**src/rtl/compare_search_pkg.sv**
```systemverilog
// rtl/compare_search_pkg.sv - shared constants and state encoding for the compare_search block
package compare_search_pkg;

    localparam int W_DEF   = 4;
    localparam int TMO_DEF = 15;

    localparam logic [1:0] ST_IDLE   = 2'd0;
    localparam logic [1:0] ST_PROBE  = 2'd1;
    localparam logic [1:0] ST_UPDATE = 2'd2;
    localparam logic [1:0] ST_DONE   = 2'd3;

    // A usable comparator answer raises exactly one of {gt, lt, eq}.
    function automatic logic flags_onehot(input logic [2:0] f);
        return (f == 3'b001) || (f == 3'b010) || (f == 3'b100);
    endfunction

endpackage

```
**src/rtl/compare_search_if.sv**
```systemverilog
// rtl/compare_search_if.sv - probe/response handshake between the searcher and an external comparator
interface compare_search_if #(
    parameter int W = compare_search_pkg::W_DEF
);
    logic [W-1:0] A;
    logic         probe_valid;
    logic         resp_valid;
    logic         A_gt_B;
    logic         A_lt_B;
    logic         A_eq_B;

    modport master (
        output A, probe_valid,
        input  resp_valid, A_gt_B, A_lt_B, A_eq_B
    );

    modport slave (
        input  A, probe_valid,
        output resp_valid, A_gt_B, A_lt_B, A_eq_B
    );
endinterface

```
**src/rtl/compare_search.sv**
```systemverilog
// rtl/compare_search.sv - binary search of a hidden operand through an external magnitude comparator
module compare_search
    import compare_search_pkg::*;
#(
    parameter  int W   = W_DEF,
    parameter  int TMO = TMO_DEF,
    localparam int NPW = $clog2(W + 2),
    localparam int TW  = $clog2(TMO + 1)
) (
    input  logic                 clk,
    input  logic                 rst_n,
    input  logic                 start,
    compare_search_if.master     cmp,
    output logic                 busy,
    output logic                 done,
    output logic [W-1:0]         result,
    output logic                 err,
    output logic [NPW-1:0]       nprobes
);

    logic [1:0]     state_q, state_d;
    logic [W:0]     lo_q, lo_d;
    logic [W:0]     hi_q, hi_d;
    logic [TW-1:0]  tmo_q, tmo_d;
    logic [2:0]     flags_q, flags_d;
    logic [W-1:0]   result_q, result_d;
    logic           err_q, err_d;
    logic           done_q, done_d;
    logic [NPW-1:0] np_q, np_d;

    logic [W:0]     sum_w;
    logic [W-1:0]   a_w;
    logic [W:0]     a_ext;
    logic [W:0]     lo_inc;
    logic [W:0]     hi_dec;

    // lo/hi never change between PROBE and UPDATE, so the probe stays stable and is reused there.
    assign sum_w  = lo_q + hi_q;
    assign a_w    = W'(sum_w >> 1);
    assign a_ext  = {1'b0, a_w};
    assign lo_inc = a_ext + (W+1)'(1);
    assign hi_dec = a_ext - (W+1)'(1);

    assign cmp.A           = a_w;
    assign cmp.probe_valid = (state_q == ST_PROBE);
    assign busy            = (state_q == ST_PROBE) || (state_q == ST_UPDATE);
    assign done            = done_q;
    assign result          = result_q;
    assign err             = err_q;
    assign nprobes         = np_q;

    always_comb begin
        state_d  = state_q;
        lo_d     = lo_q;
        hi_d     = hi_q;
        tmo_d    = tmo_q;
        flags_d  = flags_q;
        result_d = result_q;
        err_d    = err_q;
        np_d     = np_q;
        done_d   = 1'b0;
        case (state_q)
            ST_IDLE, ST_DONE: begin
                if (start) begin
                    lo_d    = '0;
                    hi_d    = {1'b0, {W{1'b1}}};
                    err_d   = 1'b0;
                    np_d    = '0;
                    tmo_d   = '0;
                    state_d = ST_PROBE;
                end
            end
            ST_PROBE: begin
                if (cmp.resp_valid) begin
                    flags_d = {cmp.A_gt_B, cmp.A_lt_B, cmp.A_eq_B};
                    np_d    = np_q + NPW'(1);
                    state_d = ST_UPDATE;
                end else if (tmo_q == TW'(TMO - 1)) begin
                    err_d   = 1'b1;
                    done_d  = 1'b1;
                    state_d = ST_DONE;
                end else begin
                    tmo_d = tmo_q + TW'(1);
                end
            end
            ST_UPDATE: begin
                tmo_d   = '0;
                state_d = ST_PROBE;
                if (!flags_onehot(flags_q)) begin
                    err_d   = 1'b1;
                    done_d  = 1'b1;
                    state_d = ST_DONE;
                end else if (flags_q[0]) begin
                    result_d = a_w;
                    done_d   = 1'b1;
                    state_d  = ST_DONE;
                end else if (flags_q[2]) begin
                    // hi = A-1 would drop below lo exactly when A <= lo.
                    if (a_ext <= lo_q) begin
                        err_d   = 1'b1;
                        done_d  = 1'b1;
                        state_d = ST_DONE;
                    end else begin
                        hi_d = hi_dec;
                    end
                end else begin
                    if (lo_inc > hi_q) begin
                        err_d   = 1'b1;
                        done_d  = 1'b1;
                        state_d = ST_DONE;
                    end else begin
                        lo_d = lo_inc;
                    end
                end
            end
            default: state_d = ST_IDLE;
        endcase
    end

    always_ff @(posedge clk or negedge rst_n) begin
        if (!rst_n) begin
            state_q  <= ST_IDLE;
            lo_q     <= '0;
            hi_q     <= '0;
            tmo_q    <= '0;
            flags_q  <= '0;
            result_q <= '0;
            err_q    <= 1'b0;
            done_q   <= 1'b0;
            np_q     <= '0;
        end else begin
            state_q  <= state_d;
            lo_q     <= lo_d;
            hi_q     <= hi_d;
            tmo_q    <= tmo_d;
            flags_q  <= flags_d;
            result_q <= result_d;
            err_q    <= err_d;
            done_q   <= done_d;
            np_q     <= np_d;
        end
    end

endmodule

```
**src/flat_wrapper.sv**
```systemverilog
// flat-port wrapper written by rule: the top's interface ports become plain ports
module compare_search_flat import compare_search_pkg::*;
#(
    parameter  int W   = W_DEF,
    parameter  int TMO = TMO_DEF,
    localparam int NPW = $clog2(W + 2),
    localparam int TW  = $clog2(TMO + 1)
)
  (clk, rst_n, start, busy, done, result, err, nprobes, cmp_A, cmp_probe_valid, cmp_resp_valid, cmp_A_gt_B, cmp_A_lt_B, cmp_A_eq_B);
  compare_search_if #(.W(W)) cmp_i ();
  input  logic clk;
  input  logic rst_n;
  input  logic start;
  output logic busy;
  output logic done;
  output logic [W-1:0] result;
  output logic err;
  output logic [NPW-1:0] nprobes;
  output wire logic [$bits(cmp_i.A)-1:0] cmp_A;
  output wire logic [$bits(cmp_i.probe_valid)-1:0] cmp_probe_valid;
  input wire logic [$bits(cmp_i.resp_valid)-1:0] cmp_resp_valid;
  input wire logic [$bits(cmp_i.A_gt_B)-1:0] cmp_A_gt_B;
  input wire logic [$bits(cmp_i.A_lt_B)-1:0] cmp_A_lt_B;
  input wire logic [$bits(cmp_i.A_eq_B)-1:0] cmp_A_eq_B;
  assign cmp_A = cmp_i.A;
  assign cmp_probe_valid = cmp_i.probe_valid;
  assign cmp_i.resp_valid = cmp_resp_valid;
  assign cmp_i.A_gt_B = cmp_A_gt_B;
  assign cmp_i.A_lt_B = cmp_A_lt_B;
  assign cmp_i.A_eq_B = cmp_A_eq_B;
  compare_search #(.W(W), .TMO(TMO)) u_core (.clk(clk), .rst_n(rst_n), .start(start), .cmp(cmp_i), .busy(busy), .done(done), .result(result), .err(err), .nprobes(nprobes));
endmodule
```
**config.mk**
```make
export PLATFORM = sky130hd
export DESIGN_NAME = compare_search_flat
export DESIGN_NICKNAME = d
export VERILOG_FILES = /design/src/rtl/compare_search_pkg.sv /design/src/rtl/compare_search_if.sv /design/src/rtl/compare_search.sv /design/src/flat_wrapper.sv
export SDC_FILE = /design/constraint.sdc
export NUM_CORES = 1
export LEC_CHECK = 0
export ABC_CLOCK_PERIOD_IN_PS = 5300
export BUFFER_PORTS_ARGS = -buffer_cell sky130_fd_sc_hd__clkbuf_2
export CAP_MARGIN = 40
export CORE_AREA = 10 10 95 97
export DETAILED_ROUTE_END_ITERATION = 8
export DIE_AREA = 0 0 105 107
export MAX_ROUTING_LAYER = met4
export SLEW_MARGIN = 25
export SYNTH_ARGS = -nofsm -noshare
export SYNTH_HDL_FRONTEND = slang
export SYNTH_SLANG_ARGS = --single-unit
```
**constraint.sdc**
```tcl
create_clock -name clk -period 5.3 [get_ports clk]
set_clock_uncertainty 0.1 [all_clocks]
set_input_delay 1.06 -clock clk [delete_from_list [all_inputs] [get_ports clk]]
set_output_delay 1.06 -clock clk [all_outputs]
set_load 0.01 [all_outputs]
```
* After elaboration in Yosys (flattened, before gate mapping)
Cells that the tools add are included.
** Word-level totals
- Word-level logic and storage cells :: 98
- Bits of input ports :: 7
- Bits in registers :: 28
- Output and inout port bits :: 15
** Cells by class
- Equal/unequal tests :: 22
- $lt $le $gt $ge :: 2
- Reductions and logical operators :: 15
- Mux-type cells :: 45
- Add/subtract/negate cells :: 5
** Operators with widths (number)
- 5-bit two-way mux :: 10
- 5-bit case mux with 2 select lines :: 2
- 6-bit AND reduction :: 3
- 2-bit two-way mux :: 8
- 2-bit != test, second input constant :: 8
- 1-bit two-way mux :: 15
- 4-bit two-way mux :: 3
- 4-bit case mux with 3 select lines :: 1
- 3-bit AND reduction :: 3
- 3-bit two-way mux :: 2
- 2-bit by 1-bit != test with 1-bit output, second input constant :: 3
- 2-bit case mux with 3 select lines :: 1
- 3-bit case mux with 2 select lines :: 1
- 4-bit by 1-bit adder with 5-bit output, second input constant :: 1
- 5-bit adder :: 1
- 5-bit greater-than comparator :: 1
- 4-bit by 5-bit <= comparator with 1-bit output :: 1
- 4-bit by 1-bit subtractor with 5-bit output, second input constant :: 1
- 4-bit by 1-bit adder with 4-bit output, second input constant :: 1
- 2-bit == test, second input constant :: 2
- 4-bit == test, second input constant :: 1
- 4-bit by 3-bit != test with 1-bit output, second input constant :: 1
- 4-bit != test, second input constant :: 1
- 2-bit AND reduction :: 2
- 13 further kinds :: 16

* Longest topological paths before layout
Gate-level depths: netlist of the first run.
- Depth after elaboration :: 8
- Mapped depth :: 14
- Depth with buffers taken out :: 14

* Least setup slack after synthesis of the first run
No wires, ideal clock.
- Path kind :: register -> register
- Start point :: register u_core.hi_q[1]
- End point :: register u_core.err_q (netlist: u_core.err)
- Path slack :: 1.575 ns
- Period minus slack after synthesis :: 3.725 ns
- Stages on the path, launching flop included :: 15
- Data required time :: 5.075 ns
- Arrival :: 3.501 ns
- Buffers on the path :: 1
- Setup time :: 0.125 ns
- Cell sequence :: dfrtp_1 inv_1 fa_1 clkbuf_1 inv_1 ha_1 xnor2_1 inv_1 ha_1 a211o_1 a221o_1 and2_1 o31ai_1 a21oi_1 mux2_2
** On the way
- Longest elaborated chain between the ends :: 5
- Elaborated cells between the ends (all ways) :: 7
- Those cells by class :: add/sub: 2; order compare: 2; eq/ne: 2; reduce/logical: 1
** Ends and longest elaborated chain
- from (decl) :: RTL line compare_search.sv:23 : logic [W:0] hi_q, hi_d;
- from (signal assigned) :: RTL line compare_search.sv:134 : hi_q <= hi_d;
- 5-bit adder * :: RTL line compare_search.sv:38 : assign sum_w = lo_q + hi_q;
- named net cmp_A[0] :: RTL line flat_wrapper.sv:19 : output wire logic [$bits(cmp_i.A)-1:0] cmp_A;
- 4-bit by 1-bit adder with 5-bit output :: RTL line compare_search.sv:41 : assign lo_inc = a_ext + (W+1)'(1);
- 5-bit greater-than comparator :: RTL line compare_search.sv:107 : if (lo_inc > hi_q) begin
- 4-bit by 3-bit != test with 1-bit output (no line)
- 6-bit AND reduction (no line) *
- to (signal assigned) :: RTL line compare_search.sv:138 : err_q <= err_d;
- to (decl) :: RTL line compare_search.sv:27 : logic err_q, err_d;
The timed path passes the listed nets; every way through them passes the cells marked *.
A chain may end at the register's enable or synchronous reset.

* Worst setup path after layout of the first run
- Start point :: register u_core.hi_q[1]
- End point :: register u_core.err_q (netlist: u_core.err)
** On the way
- Longest elaborated chain between the ends :: 5
- Elaborated cells between the ends (all ways) :: 7
- Those cells by class :: add/sub: 2; order compare: 2; eq/ne: 2; reduce/logical: 1
** Ends and longest elaborated chain (RTL line)
- 5-bit adder :: compare_search.sv:38
- 4-bit by 1-bit adder with 5-bit output :: compare_search.sv:41
- 5-bit greater-than comparator :: compare_search.sv:107
- 4-bit by 3-bit != test with 1-bit output (no line)
- 6-bit AND reduction (no line) *
Every way passes the cells marked *; elsewhere a longest branch is shown, timed or not.

==> results of run 1 <==
==> flip-flops by register name, indices dropped and copies added (netlist names), 2 cells and up <==
name and flops:
u_core.hi_q 5, u_core.lo_q 5, u_core.result 4, u_core.tmo_q 4
u_core.flags_q 3, u_core.nprobes 3, u_core.state_q 2
==> area by class of cell <==
type,count,area (um^2)
clock buffer,3,41.3
tap,99,124
timing repair buffer,25,155
multi-input combinational,183,1290
sequential,28,701
fill,775,4730
inverter,19,71.3
clock inverter,1,30.0
==> where the power goes <==
part           internal [mW]  total, mW  switching (mW)  leakage, nW
sequential             0.276      0.338          0.0629        0.350
clock                  0.101      0.175          0.0732       0.0357
combinational          0.319      0.790           0.471        0.674
total                  0.696       1.30           0.607         1.06
==> worst max-delay path by stage <==
stage                         startpoint        endpoint  slack (ns)  depth (start not counted)
after floorplan           u_core.hi_q[1]      u_core.err        1.57                         14
after global placement    u_core.hi_q[1]      u_core.err        1.46                         14
after detailed placement  u_core.hi_q[1]      u_core.err        1.29                         14
after CTS                 u_core.hi_q[1]      u_core.err        1.25                         14
after global routing      u_core.hi_q[1]  u_core.lo_q[1]        0.88                         14
final                     u_core.hi_q[1]      u_core.err        1.26                         14
==> cells by family after synthesis <==
| group | Yosys count | synth area share (%) |
|---|---|---|
| and+or+nand+nor | 83 | 19.5 |
| AOI/OAI and AO/OA | 64 | 21.4 |
| buffers and inverters | 30 | 5.42 |
| DFF | 28 | 33.4 |
| adders and majority gates | 20 | 12.3 |
| xor gates and xnor gates | 8 | 3.69 |
| muxes | 8 | 4.29 |
==> routing by layer <==
layer	part of all wire [%]	vias up	global-route usage [%]
li1	-	909	-
met1	48	879	12.8
met2	47	40	15.6
met3	3.7	6	1.62
met4	1.5	0	2.65
met5	0	-	-
==> layout by cell type, fill, tap and decap left out, types with 6 or more instances in the layout <==
master,netlist,layout
nand2_1,26,26
a21oi_1,12,12
ha_1,19,19
inv_1,19,19
mux2_2,8,8
nand3_1,13,13
nor2_1,13,13
o21ai_0,11,11
dfrtp_1,28,28
o211ai_1,6,6
clkbuf_2,0,21
==> worst register-to-register path: cells and delay by family, from the launching register on <==
kind                     cells  cell delay, ns
AO/OA/AOI/OAI                4            0.99
XOR/XNOR                     2            0.64
adder cells (fa/ha/maj)      3            0.99
buffers and inverters        3            0.35
flip-flops                   1            0.40
multiplexers                 1            0.28
AND/OR/NAND/NOR              1            0.19
==> through the flow <==
step                cells  utilization [%]
finish                358             33.7
global placement      351             32.2
CTS                   355             33.2
detailed placement    351             32.2
floorplan             241                -
global route          358             33.7
==> key figures, run 1 <==
Clock network
  • Clock buffer depth: 2
  • Clk_lat worst skew: 0.28 ns
  • CTS sink cnt: 28
  • CTS resizes: 0
  • Hold buffers post-CTS: 0
  • CTS root buf: clkbuf_8
  • CTS clk-pin slew, worst paths: 0.10 ns
  • Depth of the CTS H-tree: 1
  • Post-CTS setup buffer count: 0
  • Total CTS buffers: 3
  • CTS tree: done

GRT
  • Antenna violations before repair: 0
  • Vias in the first global route: 1754
  • Global-route wire length before repair: 9000 um
  • Pin count of the biggest net entering global routing: 29
  • GRT overflow: 0
  • Total GRT Usage: slightly below 10%

Setup path
  • FF-to-FF setup slack: 1.26 ns
  • CP top delay family: adder cells
  • CP Launch Type: register
  • Crit. End Element: register
  • CP max stage delay: 0.47 ns
  • Worst Setup Path Type: register to register
  • CP max FO: 6
  • Reg2Reg Capture Point: u_core.err
  • Reg2reg path depth: 14
  • CP most frequent cell: inv_1
  • CP max stage cell: fa_1
  • Crit path cell chain: inv_1 -> fa_1 -> xor2_1 -> inv_1 -> ha_1 -> xnor2_1 -> inv_1 -> ha_1 -> a211o_1 -> a221o_1 -> and2_1 -> o31ai_1 -> a21oi_1 -> mux2_2
  • Worst path arrival time: 4.12 ns
  • Req. time, crit path: 5.38 ns
  • CP Buf/Inv Count: 3
  • Worst flop-to-flop path startpoint: u_core.hi_q[1]

Placed design
  • Post-place instance area: 2290 um^2
  • I/O Buffers: 21
  • DP HPWL: 4030 um
  • GPL Wtd Cong: 0.873
  • Setup slack at placement: 1.29 ns

Synth
  • #FFs+latches synth: 28
  • Post-synthesis area per instance: 8.72 um^2
  • Cell count after synthesis: 241
  • Unique masters post-synth: 47
  • Commonest cells post-synth: dfrtp_1 (28), nand2_1 (26), ha_1 (19), inv_1 (19)
  • Post-synth top area share: 33.4%
  • Cell area after synthesis: between 2000 and 2500 um^2
  • Synth area leaders: dfrtp_1 (33%), ha_1 (11%), nand2_1 (4.6%)
  • Async set or reset register ratio after synthesis: 100%
  • Sequential-to-total area share from yosys stat: 33.4%
  • Most common cell in the netlist: dfrtp_1
  • Post-synth EDFFs: 0
  • Synth Flop Type: dfrtp_1
  • Synth area leader: dfrtp_1
  • YS warnings: 0
  • Syn Nets: 268

Power
  • Tot Pwr: 1.30 mW
  • Pwr Density: 541 nW/um^2
  • Max VDD drop: 0.164 mV
  • Leak: about 1.1 nW

Drt
  • Vias per inst: roughly 5.1
  • Routed length per instance: 15.1 um
  • Vias: between 1.5k and 2k
  • Total Wirelength: around 5400 um
  • Initial DRC count: 125
  • Final ANT Viol Nets: 0
  • Residual DRC: 0
  • First-pass iteration count of the detailed router: 4

Floorplan
  • Core area: 7140 um^2
  • Die X: 105 um
  • Initial Util: roughly 29%
  • IO Pins: 22
  • Row count: 31
  • Die footprint: around 11000 um^2
  • Die Y: 107 um

Timing
  • Final TNS setup: 0 ns
  • Slew Viols, Final: 0
  • Worst slew margin: 57.2%
  • Final worst slack: ~1.3 ns
  • Worst-margin pin slew: approximately 0.64 ns
  • FMAX: roughly 250 MHz
  • Post-route clock period utilization: 76.2%
  • Worst hold margin: 0.404 ns
  • RSZ-0062 raised after global routing: false
  • Setup violators final: 0
  • Final hold vios: 0
  • Final min period: 4.04 ns

Cells and area
  • Final Instance Area: 2410 um^2
  • Layout cells sized above 1: 15.8%
  • Final net count: approximately 290
  • Ant diodes: 0
  • Area Growth Syn to Fin: 14.7%

Min path
  • WHS Path Cells: 2
  • Hold Crit Start: u_core.result[1]
  • Path category of the worst min-delay check: register to register
  • Hold endpoint: u_core.result[1]

Flow run
  • Maxcap violations: 0

Outcome
  • Status: complete, no violations
Power figures use the tool's default switching activity.
==> inputs of run 2 (changes only) <==
--- a/config.mk
+++ b/config.mk
@@ -5,12 +5,13 @@
 export SDC_FILE = /design/constraint.sdc
 export NUM_CORES = 1
 export LEC_CHECK = 0
-export ABC_CLOCK_PERIOD_IN_PS = 5300
+export ABC_AREA = 1
+export ABC_CLOCK_PERIOD_IN_PS = 4150
 export BUFFER_PORTS_ARGS = -buffer_cell sky130_fd_sc_hd__clkbuf_2
 export CAP_MARGIN = 40
-export CORE_AREA = 10 10 95 97
+export CORE_AREA = 10 10 92 94
 export DETAILED_ROUTE_END_ITERATION = 8
-export DIE_AREA = 0 0 105 107
+export DIE_AREA = 0 0 102 104
 export MAX_ROUTING_LAYER = met4
 export SLEW_MARGIN = 25
 export SYNTH_ARGS = -nofsm -noshare
==> constraint.sdc (replaced) <==
create_clock -name clk -period 4.15 [get_ports clk]
set_clock_uncertainty 0.1 [all_clocks]
set_input_delay 0.83 -clock clk [delete_from_list [all_inputs] [get_ports clk]]
set_output_delay 0.83 -clock clk [all_outputs]
set_load 0.01 [all_outputs]
==> run 2 against run 1 <==
Fmax is 23% higher. Routed wire length fell by 18%. Via count shrank 9.5%. Synthesized cell count grew 6.2%. Combinational power increased by 72%. Global-route usage fell by 0.63 points. Final cell count rose by 0.28%. Clock power is 25% higher. Die area fell by 5.6%. Critical endpoint is now u_core.lo_q[3]. Largest cell class unchanged.
==> key figures, run 2 <==
Clock network
  • Clock buffer depth: 2
  • Clk_lat worst skew: 0.28 ns
  • CTS resizes: 0
  • CTS clk-pin slew, worst paths: 0.10 ns
  • Hold buffers post-CTS: 0
  • Depth of the CTS H-tree: 1
  • CTS tree: done
  • Post-CTS setup buffer count: 0
  • CTS root buf: clkbuf_8
  • CTS sink cnt: 28
  • Total CTS buffers: 3

Cells and area
  • Ant diodes: 0
  • Final net count: 307
  • Area Growth Syn to Fin: 13.4%
  • Commonest non-fill, non-tap cell in the layout: nand2_1
  • Commonest non-fill, non-tap cells in the layout: nand2_1 (87), inv_1 (30), dfrtp_1 (28)
  • Layout cells sized above 1: 15.8%
  • Biggest regs: u_core.hi_q x5, u_core.lo_q x5
  • Util after Layout: 33.0%

Timing
  • Setup violators final: 0
  • Worst-margin pin slew: 0.728 ns
  • FMAX: 305 MHz
  • Final min period: between 3 and 4 ns
  • Slew Viols, Final: 0
  • Final hold vios: 0
  • Worst slew margin: 51.4%
  • Post-route clock period utilization: between 70% and 80%
  • Final TNS setup: 0 ns
  • RSZ-0062 raised after global routing: false

GRT
  • GRT Max-Usage Layer: met2
  • Total GRT Usage: a little under a tenth
  • M3 GR Usage: 1.59%
  • Antenna violations before repair: 0
  • GR Util met2: 13.6%
  • Pin count of the biggest net entering global routing: 29
  • GRT overflow: 0
  • Global-route wire length before repair: 7880 um
  • Vias in the first global route: 1730
  • Global Route met1 Usage: 12.5%

Floorplan
  • Row count: 30
  • Initial Util: 29.1%
  • Core area: around 6700 um^2
  • Die footprint: approximately 11000 um^2
  • Die X: roughly 100 um
  • IO Pins: 22
  • Die Y: about 100 um

Synth
  • Post-synth EDFFs: 0
  • Unique masters post-synth: 30
  • Cell count after synthesis: 256
  • Syn Nets: 283
  • Synth area leader: dfrtp_1
  • Cell area after synthesis: 1950 um^2
  • Post-synth top area share: 36.0%
  • Commonest cells post-synth: nand2_1 (87), inv_1 (30), dfrtp_1 (28)
  • Most common cell in the netlist: nand2_1
  • Post-synthesis area per instance: 7.60 um^2
  • Async set or reset register ratio after synthesis: 100%
  • Synth area leaders: dfrtp_1 (36%), nand2_1 (17%), ha_1 (12%)
  • Sequential-to-total area share from yosys stat: 36.0%
  • #FFs+latches synth: 28
  • YS warnings: 0
  • Synth Flop Type: dfrtp_1

Drt
  • First-pass iteration count of the detailed router: 4
  • Residual DRC: 0
  • Initial DRC count: 61
  • Vias per inst: approximately 4.6
  • Vias: 1659
  • Routed length per instance: 12.4 um
  • Total Wirelength: 4450 um
  • Final ANT Viol Nets: 0

Power
  • Leak: 1.16 nW
  • Pwr Density: a little over 900 nW/um^2
  • Max VDD drop: 0.321 mV

Setup path
  • Crit. End Element: register
  • Req. time, crit path: roughly 4.3 ns
  • CP Launch Type: register
  • Worst flop-to-flop path startpoint: u_core.hi_q[1]
  • Worst Setup Path Type: register to register
  • Worst path arrival time: 3.39 ns
  • Reg2Reg Capture Point: u_core.lo_q[3]
  • CP max FO: 7
  • FF-to-FF setup slack: 0.87 ns
  • Reg2reg path depth: 16

Placed design
  • I/O Buffers: 21
  • GPL Wtd Cong: about 0.85
  • DP HPWL: 3540 um

Min path
  • Path category of the worst min-delay check: register to register
  • WHS Path Cells: 2
  • Hold Crit Start: u_core.result[0]
  • Hold endpoint: u_core.result[0]

Outcome
  • Status: complete, no violations

Flow run
  • Maxcap violations: 0
-- run 2: cell types whose count changed in the layout (fill, tap and decap cells not counted), sizes merged, moves of 5 or more --
cell,before,now
nor2,13,19
inv,19,34
o211ai,6,1
mux2,8,0
a21oi,13,8
nand2,26,90
nor2b,5,0
o21ai,11,21
-- run 2: worst max path at each step --
stage,end,startpoint,depth (start not counted)
2_1_floorplan,u_core.lo_q[3],u_core.hi_q[1],16
4_1_cts,u_core.lo_q[1],u_core.hi_q[1],18
3_5_place_dp,u_core.lo_q[1],u_core.hi_q[1],17
6_report,u_core.lo_q[3],u_core.hi_q[1],16
3_3_place_gp,u_core.lo_q[1],u_core.hi_q[1],18
5_1_grt,u_core.lo_q[4],u_core.hi_q[0],18
-- run 2: routing by layer --
metal  routed length [um]  vias up
met5                    0        -
met4                   57        0
met3                  127        5
met2                 2000       24
met1                 2270      762
li1                     -      868
-- run 2: final cells by class --
| type | count | area [um^2] |
|---|---|---|
| clock buffers | 3 | 41.3 |
| clock inverters | 1 | 30.0 |
| fillers | 722 | 4480 |
| inverters | 34 | 128 |
| multi-input cells | 192 | 1100 |
| flip-flops and latches | 28 | 701 |
| well taps | 80 | 100 |
| repair buffers | 21 | 105 |
-- run 2: stage by stage --
step | hold slack (ns) | setup slack [ns] | power (mW) | instance area, um^2 | instances
2_1_floorplan | 0.374 | 1.16 | 1.49 | 1950 | 256
3_3_place_gp | 0.376 | 0.913 | 1.83 | 2130 | 355
3_5_place_dp | 0.372 | 0.896 | 1.84 | 2130 | 355
4_1_cts | 0.404 | 0.866 | 2.07 | 2210 | 359
5_1_grt | 0.425 | 0.556 | 2.31 | 2210 | 359
6_report | 0.400 | 0.874 | 2.04 | 2210 | 359
-- run 2: where the power goes --
part / total, mW / internal [mW] / switching [mW]
Sequential: 0.465 / 0.374 / 0.0904
Clock: 0.219 / 0.129 / 0.0901
Combinational: 1.36 / 0.482 / 0.878
-- run 2: critical path, cell delays in order (launching register included) --
cell	delay (ns)
dfrtp_1	0.37
inv_1	0.09
fa_1	0.71
inv_1	0.16
ha_1	0.25
or2_2	0.29
nand2_1	0.09
inv_1	0.05
ha_1	0.28
nand2_1	0.07
nand2_1	0.05
nand2_1	0.05
nand3_1	0.08
nand2_1	0.10
nand3_2	0.10
or2_4	0.26
o21ai_2	0.10
-- run 2: cells by family (layout without fill, tap and decap cells) --
logic type	after synthesis	count (layout)	synth area share (%)
fa+ha+maj	20	20	13.2
xor+xnor	5	5	2.25
flops	28	28	36.0
buf+inv	36	59	7.40
compound gates	34	34	11.4
simple gates	133	133	29.7
==> inputs of run 3 (changes only) <==
--- a/config.mk
+++ b/config.mk
@@ -6,7 +6,7 @@
 export NUM_CORES = 1
 export LEC_CHECK = 0
 export ABC_AREA = 1
-export ABC_CLOCK_PERIOD_IN_PS = 4150
+export ABC_CLOCK_PERIOD_IN_PS = 3000
 export BUFFER_PORTS_ARGS = -buffer_cell sky130_fd_sc_hd__clkbuf_2
 export CAP_MARGIN = 40
 export CORE_AREA = 10 10 92 94
==> constraint.sdc (replaced) <==
create_clock -name clk -period 3 [get_ports clk]
set_clock_uncertainty 0.1 [all_clocks]
set_input_delay 0.6 -clock clk [delete_from_list [all_inputs] [get_ports clk]]
set_output_delay 0.6 -clock clk [all_outputs]
set_load 0.01 [all_outputs]
==> run 3 against run 2 <==
Routed wire length increased by 9.1%. Largest cell class unchanged. Setup slack got worse by 0.72 ns. Critical endpoint unchanged. Global-route usage up 0.17 points. Core utilization is 3.8 points higher.
==> key figures, run 3 (synthesis gave the netlist of run 2 again) <==
Clock network
  • CTS root buf: clkbuf_8
  • CTS tree: done
  • Clock buffer depth: 2
  • Total CTS buffers: 3
  • CTS clk-pin slew, worst paths: 0.10 ns
  • Hold buffers post-CTS: 0
  • Depth of the CTS H-tree: 1
  • Clk_lat worst skew: 0.28 ns
  • CTS sink cnt: 28

Floorplan
  • Core area: 6680 um^2
  • Die footprint: 10600 um^2
  • Die Y: 104 um
  • Initial Util: 29.1%
  • Row count: 30
  • IO Pins: 22
  • Die X: 102 um

GRT
  • Total GRT Usage: 9.42%
  • Pin count of the biggest net entering global routing: 29
  • Global-route wire length before repair: 8160 um
  • Antenna violations before repair: 0
  • GRT overflow: 0
  • Vias in the first global route: about 1.8k

Placed design
  • DP HPWL: 3660 um
  • I/O Buffers: 21
  • GPL Wtd Cong: ~0.87

Drt
  • Vias: around 1.8k
  • Total Wirelength: 4850 um
  • Vias per inst: roughly 4.7
  • Residual DRC: 0
  • Final ANT Viol Nets: 0
  • Initial DRC count: between 60 and 70
  • First-pass iteration count of the detailed router: 4
  • Routed length per instance: 12.7 um

Setup path
  • FF-to-FF setup slack: 0.15 ns
  • CP Buf/Inv Count: 3
  • Stages on worst setup path: 18
  • Crit path cell chain: nand2_2 -> fa_2 -> inv_2 -> nand2_2 -> nand2_2 -> inv_1 -> ha_2 -> or2_4 -> nand2_2 -> inv_2 -> ha_4 -> nand2_1 -> nor2_2 -> nand2_1 -> nand2_2 -> nand3_4 -> or2_4 -> o21ai_2
  • CP max FO: 3
  • Worst flop-to-flop path startpoint: u_core.hi_q[0]
  • CP most frequent cell: nand2_2
  • Reg2Reg Capture Point: u_core.lo_q[3]
  • Critical Path Sink: u_core.lo_q[3]
  • CP Launch Type: register
  • CP Launch Point: u_core.hi_q[0]
  • Worst Setup Path Type: register to register
  • Req. time, crit path: 3.11 ns
  • Reg2reg path depth: 18
  • CP max stage cell: dfrtp_1
  • Crit. End Element: register
  • Worst path arrival time: 2.96 ns
  • CP max stage delay: 0.39 ns
  • CP top delay family: simple AND/OR/NAND/NOR gates

Timing
  • Final min period: approximately 2.8 ns
  • Worst slew margin: 52.6%
  • Final TNS setup: 0 ns
  • Setup violators final: 0
  • FMAX: 351 MHz
  • Final hold vios: 0
  • Slew Viols, Final: 0
  • Post-route clock period utilization: between 90 and 100%
  • Worst-margin pin slew: 0.711 ns

Cells and area
  • Ant diodes: 0
  • Layout cells sized above 1: 30.5%
  • Area Growth Syn to Fin: 26.4%
  • Commonest non-fill, non-tap cell in the layout: nand2_1
  • Final net count: 330
  • Commonest non-fill, non-tap cells in the layout: nand2_1 (75), dfrtp_1 (28), inv_1 (25)
  • Fill count: 706
  • Biggest regs: u_core.hi_q x5, u_core.lo_q x5

Outcome
  • Status: complete, no violations

Flow run
  • Maxcap violations: 0

Min path
  • Path category of the worst min-delay check: primary input to asynchronous set/reset pin
## run 3: repair_timing
item / in CTS / in global routing
buffers inserted: 1 / 8
cloned: 0 / 0
setup endpoints to repair: 5 / 13
pin swaps: 1 / 15
gates resized for setup: 3 / 28
## run 3: area by class of cell
| class | instances | area (um^2) | area share, % |
|---|---|---|---|
| sequential | 28 | 701 | 28.5 |
| clock buffer | 4 | 55.1 | 2.24 |
| inverter | 34 | 128 | 5.19 |
| timing repair buffer | 44 | 278 | 11.3 |
| tap | 80 | 100 | 4.07 |
| multi-input combinational | 192 | 1200 | 48.7 |
## run 3: through the flow
| step | worst slack (ns) | cells | area (um^2) | util, % | hold slack [ns] |
|---|---|---|---|---|---|
| after global routing | -0.0348 | 382 | 2460 | 36.8 | 0.302 |
| after detailed placement | -0.00235 | 369 | 2240 | 33.5 | 0.388 |
| final | 0.155 | 382 | 2460 | 36.8 | 0.252 |
| after global placement | 0.0738 | 369 | 2240 | 33.5 | 0.373 |
| after CTS | 0.00180 | 374 | 2320 | 34.7 | 0.280 |
| after floorplan | 0.00799 | 256 | 1950 | - | 0.204 |
## run 3: worst min path at each step
stage / slack (ns) / to / from
after floorplan: 0.20 / u_core.done / rst_n
after global placement: 0.37 / u_core.result[1] / u_core.result[1]
after detailed placement: 0.39 / u_core.result[0] / u_core.result[0]
after CTS: 0.28 / u_core.nprobes[1] / rst_n
after global routing: 0.30 / u_core.nprobes[2] / rst_n
final: 0.25 / u_core.flags_q[1] / rst_n
## run 3: metal layers
layer,routed length [um],GRT usage (%),vias up
met5,0,-,-
met4,82,3.02,0
met3,116,1.26,6
met2,2220,13.9,28
met1,2430,12.9,839
li1,-,-,912
## run 3: worst reg2reg max path, delay by kind of cell (launching register included)
kind            cells  cell delay [ns]
simple gates       11             1.21
fa+ha+maj           3             0.83
compound gates      1             0.10
flops               1             0.39
buf+inv             3             0.17
Power of run 3 is not shown: default switching activity piles up to over one toggle a cycle in this logic, so the estimate is an artifact.
